## src/rtl/folded_majority_seq_if.sv

```systemverilog
// folded_majority_seq_if
//   Handshake bundle between a vector producer and the folded majority
//   evaluator, plus the result side towards the consumer.
//   Signals:
//     in_valid  producer -> block   vector valid
//     in_ready  block -> producer   block can accept (IDLE only)
//     in_data   producer -> block   N-bit vector, bit i = xi
//     out_valid block -> consumer   result valid
//     out_ready consumer -> block   result accepted
//     y         block -> consumer   threshold decision
//     count     block -> consumer   ones counted in processed chunks
//   Modports: slave = evaluator side, master = producer/consumer side.
interface folded_majority_seq_if #(
    parameter int N = 57
);
    localparam int CW = $clog2(N + 1);

    logic          in_valid;
    logic          in_ready;
    logic [N-1:0]  in_data;
    logic          out_valid;
    logic          out_ready;
    logic          y;
    logic [CW-1:0] count;

    modport slave (
        input  in_valid, in_data, out_ready,
        output in_ready, out_valid, y, count
    );

    modport master (
        output in_valid, in_data, out_ready,
        input  in_ready, out_valid, y, count
    );
endinterface

```

## src/rtl/folded_majority_seq.sv

```systemverilog
// folded_majority_seq
//   Folded threshold/majority evaluator. A captured N-bit vector is walked
//   W bits per cycle through one popcount slice; the running count is
//   compared against THRESH to produce y (y=1 iff popcount >= THRESH).
//   Ports:
//     clk    rising-edge clock
//     rst_n  asynchronous active-low reset
//     bus    folded_majority_seq_if.slave (valid/ready in, valid/ready out,
//            y and count results)
//   Optional feature: define FOLDMAJ_EARLY_EXIT_EN to leave ACCUM as soon
//   as the decision is settled (count already reaches THRESH, or the
//   remaining bits can no longer reach it). count then holds the partial
//   count at the exit point; y is identical in both builds.
module folded_majority_seq #(
    parameter int N      = 57,
    parameter int W      = 8,
    parameter int THRESH = (N + 1) / 2
) (
    input logic                   clk,
    input logic                   rst_n,
    folded_majority_seq_if.slave  bus
);
    localparam int CW = $clog2(N + 1);
    localparam int C  = (N + W - 1) / W;
    localparam int PW = C * W;                 // padded vector width
    localparam int KW = (C > 1) ? $clog2(C) : 1;
    localparam int EW = CW + 1;                // room for THRESH = N+1

    localparam logic [EW-1:0] THRESH_E = EW'(THRESH);
    localparam logic [KW-1:0] K_LAST   = KW'(C - 1);

    typedef enum logic [1:0] {IDLE, ACCUM, DONE} state_t;

    state_t        state, state_nxt;
    logic [PW-1:0] vec_r;      // shifts right by W, chunk k sits at the bottom
    logic [KW-1:0] k_r;
    logic [CW-1:0] count_r;
    logic          y_r;

    logic [CW-1:0] chunk_pop;
    logic [CW-1:0] count_nxt;
    logic          reach;
    logic          finish;

    // one W-bit popcount slice, reused every ACCUM cycle
    always_comb begin
        chunk_pop = '0;
        for (int i = 0; i < W; i++)
            chunk_pop = chunk_pop + CW'(vec_r[i]);
        count_nxt = count_r + chunk_pop;
        reach     = {1'b0, count_nxt} >= THRESH_E;
    end

`ifdef FOLDMAJ_EARLY_EXIT_EN
    logic [EW-1:0] rem;

    always_comb begin
        int consumed;
        consumed = (int'(k_r) + 1) * W;
        if (consumed > N)
            consumed = N;
        rem = EW'(N - consumed);
        // count'+rem <= N, so the sum cannot overflow EW bits
        finish = (k_r == K_LAST) || reach ||
                 (({1'b0, count_nxt} + rem) < THRESH_E);
    end
`else
    always_comb begin
        finish = (k_r == K_LAST);
    end
`endif

    always_ff @(posedge clk or negedge rst_n) begin
        if (!rst_n)
            state <= IDLE;
        else
            state <= state_nxt;
    end

    always_comb begin
        state_nxt = state;
        case (state)
            IDLE:    if (bus.in_valid)  state_nxt = ACCUM;
            ACCUM:   if (finish)        state_nxt = DONE;
            DONE:    if (bus.out_ready) state_nxt = IDLE;
            default:                    state_nxt = IDLE;
        endcase
    end

    always_ff @(posedge clk or negedge rst_n) begin
        if (!rst_n) begin
            vec_r   <= '0;
            k_r     <= '0;
            count_r <= '0;
            y_r     <= 1'b0;
        end else begin
            case (state)
                IDLE: if (bus.in_valid) begin
                    vec_r   <= PW'(bus.in_data);   // zero-pads the last chunk
                    k_r     <= '0;
                    count_r <= '0;
                    y_r     <= 1'b0;
                end
                ACCUM: begin
                    vec_r   <= vec_r >> W;
                    k_r     <= k_r + KW'(1);
                    count_r <= count_nxt;
                    if (finish)
                        y_r <= reach;
                end
                default: ;   // DONE holds results until out_ready
            endcase
        end
    end

    // all outputs come from state or registers only
    assign bus.in_ready  = (state == IDLE);
    assign bus.out_valid = (state == DONE);
    assign bus.y         = y_r;
    assign bus.count     = count_r;
endmodule

```

## src/flat_wrapper.sv

```systemverilog
// flat-port wrapper written by rule: the top's interface ports become plain ports
module folded_majority_seq_flat 
#(
    parameter int N      = 57,
    parameter int W      = 8,
    parameter int THRESH = (N + 1) / 2
)
  (clk, rst_n, bus_in_valid, bus_in_data, bus_out_ready, bus_in_ready, bus_out_valid, bus_y, bus_count);
  folded_majority_seq_if #(.N(N)) bus_i ();
  input logic clk;
  input logic rst_n;
  input wire logic [$bits(bus_i.in_valid)-1:0] bus_in_valid;
  input wire logic [$bits(bus_i.in_data)-1:0] bus_in_data;
  input wire logic [$bits(bus_i.out_ready)-1:0] bus_out_ready;
  output wire logic [$bits(bus_i.in_ready)-1:0] bus_in_ready;
  output wire logic [$bits(bus_i.out_valid)-1:0] bus_out_valid;
  output wire logic [$bits(bus_i.y)-1:0] bus_y;
  output wire logic [$bits(bus_i.count)-1:0] bus_count;
  assign bus_i.in_valid = bus_in_valid;
  assign bus_i.in_data = bus_in_data;
  assign bus_i.out_ready = bus_out_ready;
  assign bus_in_ready = bus_i.in_ready;
  assign bus_out_valid = bus_i.out_valid;
  assign bus_y = bus_i.y;
  assign bus_count = bus_i.count;
  folded_majority_seq #(.N(N), .W(W), .THRESH(THRESH)) u_core (.clk(clk), .rst_n(rst_n), .bus(bus_i));
endmodule
```

## config.mk

```make
export PLATFORM = sky130hd
export DESIGN_NAME = folded_majority_seq_flat
export DESIGN_NICKNAME = d
export VERILOG_FILES = /design/src/rtl/folded_majority_seq_if.sv /design/src/rtl/folded_majority_seq.sv /design/src/flat_wrapper.sv
export SDC_FILE = /design/constraint.sdc
export NUM_CORES = 1
export LEC_CHECK = 0
export BUFFER_PORTS_ARGS = -buffer_cell sky130_fd_sc_hd__buf_4
export CORE_MARGIN = 8
export CORE_UTILIZATION = 49
export DETAILED_ROUTE_END_ITERATION = 10
export PLACE_DENSITY = 0.75
export SETUP_SLACK_MARGIN = 0.1
export SLEW_MARGIN = 10
export SYNTH_ARGS = -nofsm -noshare
export SYNTH_HDL_FRONTEND = slang
export SYNTH_SLANG_ARGS = --single-unit
```

## constraint.sdc

```tcl
create_clock -name clk -period 3.3 [get_ports clk]
set_input_delay 0 -clock clk [delete_from_list [all_inputs] [get_ports clk]]
set_output_delay 0 -clock clk [all_outputs]
set_load 0.01 [all_outputs]
```

==> metrics.yaml <==
run_status:
  status: "finished, violations left"
  violations: "negative setup slack"
global_routing:
  grt_first_pass_wirelength_mm: 14.5
  grt_start_max_net_pins: 88
  grtUsageTotal_pct: 18.5
  antenna_found_initial: 0
  grt_overflow: 0
  grt_pass1_vias: 2961
synth:
  synth-compound-area-share_pct: 13.5
  ys_seq_area_share_pct: 50.5
  synth_cell_types: 31
  synth_top_family_by_area: "multiplexers"
  ys_async_sr_fraction_pct: 100
  synth_common_cells: "dfrtp_1, nand2_1, mux2i_1"
  synth_top_area_share_pct: 50.5
  yosysTopAreaCell: "dfrtp_1"
  postSynthAreaPerCell_um2: 10.8
  synthTopCellsByArea: "dfrtp_1, mux2i_1, nand2_1, ha_1, o21ai_0"
  synth_area_um2: 3420
  syn-num-nets: 396
  yosysMostFrequentCell: "dfrtp_1"
  yosysWarnings: 0
  yosys.area_share.simple_pct: 8.34
  synthAdderAreaFrac_pct: 7.46
  ys.flop_type: "dfrtp_1"
  synth_mux_area_share_pct: 14.3
  syn_inst: 317
  synthXorXnorAreaFrac_pct: 0.768
  synth_edf_count: 0
  ys_ff_latch: 69
critical_path:
  endpoint_kind: "flop"
  critPathMaxFanout: 2
  cp-start-kind: "flop"
  rr_startpoint: "u_core.vec_r[0]$_DFFE_PN0P_"
  critical_path_class: "reg -> reg"
  crit_arrival_ns: 3.82
  worstPathRequired_ns: 3.57
  cp-startpoint: "u_core.vec_r[0]$_DFFE_PN0P_"
finish:
  fillers: 481
  drive_gt1_share_pct: 22.9
  postLayoutCellArea_um2: 4860
  diodes: 0
  syn_to_final_growth_pct: 42.2
  layout.nets: 521
floorplanning:
  boundaryPins: 70
  core-area_um2: 6790
  die_w_um: 99.5
  dieArea_um2: 9910
  rows: 30
  start_util_pct: 50.3
  die_y_um: 99.5
route:
  vias: 2712
  ant_nets: 0
  wire_per_inst_um: 15.4
  drc: 0
  drtIter0Drc: 92
  dr.pass1.iters: 4
  wl_mm: 8.36
  post_drt_via_cell_ratio: 5.00
timing:
  skew_ns: 0.0131
  setup_slack_ns: -0.251
  slew_viol_final: 0
  slew_headroom_pct: 42.9
  fin_crit_sh_pct: 108
  rsz0062_at_grt: "yes"
  final-hold-violation-count: 0
  period_needed_ns: 3.55
  max_freq_mhz: 282
  setup_violations: 4
  tightest_slew_ns: 0.856
power_and_ir_drop:
  powerDensity_nw_per_um2: 1120
  p_leak_nw: 2.43
  irDropWorstVdd_mv: 0.751
  power_mw: 5.46
clocking:
  cts_sinks: 69
  cts_buffers: 9
  clk_path_buf_depth: 2
  clk_latency_ns: 0.34
  clk_pin_slew_ns: 0.08
  cts_tree: "done"
  cts_root_buf: "clkbuf_8"
  h-tree-depth: 3
hold_path:
  hp-start: "bus_in_data[2]"
  hold_class: "in -> reg"
place:
  dp_hpwl_mm: 5.19
  port_buffers: 69
  gp_congestion: 0.905
  dpl_cell_area_um2: 4010
flow_run:
  drv_cap: 0
-- timing repair --
item | 4_1_cts | 5_1_grt
hold buffers | 59 | 0
hold endpoints to repair | 128 | 0
setup buffers | 1 | 1
pin swaps | 3 | 7
endpoints found under the setup margin | 5 | 6
gates resized for setup | 2 | 9
-- final timing paths --
| kind | cells after the start | slack, ns | endpoint |
|---|---|---|---|
| hold reg to reg | 2 | 0.48 | u_core.vec_r[32]$_DFFE_PN0P_ |
| setup / recovery | 13 | -0.25 | u_core.bus.y$_DFFE_PN0P_ |
| setup reg to reg | 13 | -0.25 | u_core.bus.y$_DFFE_PN0P_ |
| max in group asynchronous | 2 | 2.42 | u_core.vec_r[56]$_DFFE_PN0P_ |
| min in group asynchronous | 2 | 0.31 | u_core.vec_r[6]$_DFFE_PN0P_ |
| hold / removal | 3 | 0.02 | u_core.vec_r[2]$_DFFE_PN0P_ |
-- logic make-up after synthesis --
logic type	Yosys count
fa+ha+maj	18
simple gates	69
mux	49
xor+xnor	3
flops	69
buf+inv	32
compound gates	77
-- layout make-up --
type	count	area [µm²]	area share, %
Sequential cell	69	1730	35.5
Clock inverter	6	63.8	1.31
Inverter	12	45.0	0.926
Tap cell	96	120	2.47
Clock buffer	9	124	2.55
Multi-Input combinational cell	216	1610	33.0
Timing Repair Buffer	134	1180	24.2
-- registers in the layout, indices dropped and copies added (netlist names) --
signal	cells
u_core.state	2
u_core.k_r	3
u_core.vec_r	57
u_core.bus.y	1
u_core.bus.count	6
-- report_power, final --
group	internal, mW	switching [mW]	total (mW)
clock network	0.345	0.328	0.673
registers	1.23	0.230	1.46
logic	1.68	1.65	3.33
total	3.26	2.20	5.46
-- stage by stage --
stage	util [%]	TNS, ns	setup slack [ns]	hold WS, ns	cells
floorplan	-	-0.101	-0.0580	-0.296	317
global placement	59.0	-0.253	-0.144	0.173	466
detailed placement	59.0	-0.660	-0.255	0.170	466
CTS	70.7	-0.671	-0.262	0.0119	541
global route	71.6	-0.935	-0.346	0.0317	542
finish	71.6	-0.531	-0.251	0.0198	542
-- critical path: stages (launching register included) --
cell and delay, ns:
dfrtp_1 0.39, ha_1 0.29, inv_2 0.04, fa_1 0.49, fa_1 0.43, fa_1 0.53
inv_2 0.05, ha_4 0.16, fa_2 0.34, a21o_2 0.24, a21oi_4 0.14, xnor2_2 0.14
a31oi_1 0.12, o21ai_1 0.12
-- placed cells by master (no fill, tap or decap), types with 2 or more instances in the layout --
cell type and n:
inv_2 2, clkinvlp_4 2, o21ai_1 24, o21ai_0 30, dfrtp_1 69, fa_1 3
mux2i_1 49, buf_4 73, a22o_1 15, ha_1 13, buf_12 2, dlygate4sd3_1 59
nor2_1 7, clkbuf_8 9, inv_1 10, clkinv_2 2, nand2_1 54
-- per-layer routing --
| metal | global-route usage, % | part of all wire [%] | wire, µm | vias to the layer above |
|---|---|---|---|---|
| met1 | 22.4 | 45 | 3750 | 1290 |
| met3 | 5.10 | 4.6 | 385 | 14 |
| li1 | - | - | - | 1343 |
| met2 | 30.3 | 49 | 4080 | 65 |
| met4 | 7.80 | 1.7 | 142 | 0 |
| met5 | 0 | 0 | 0 | - |
Note: power is estimated with default switching activity, not from simulation.
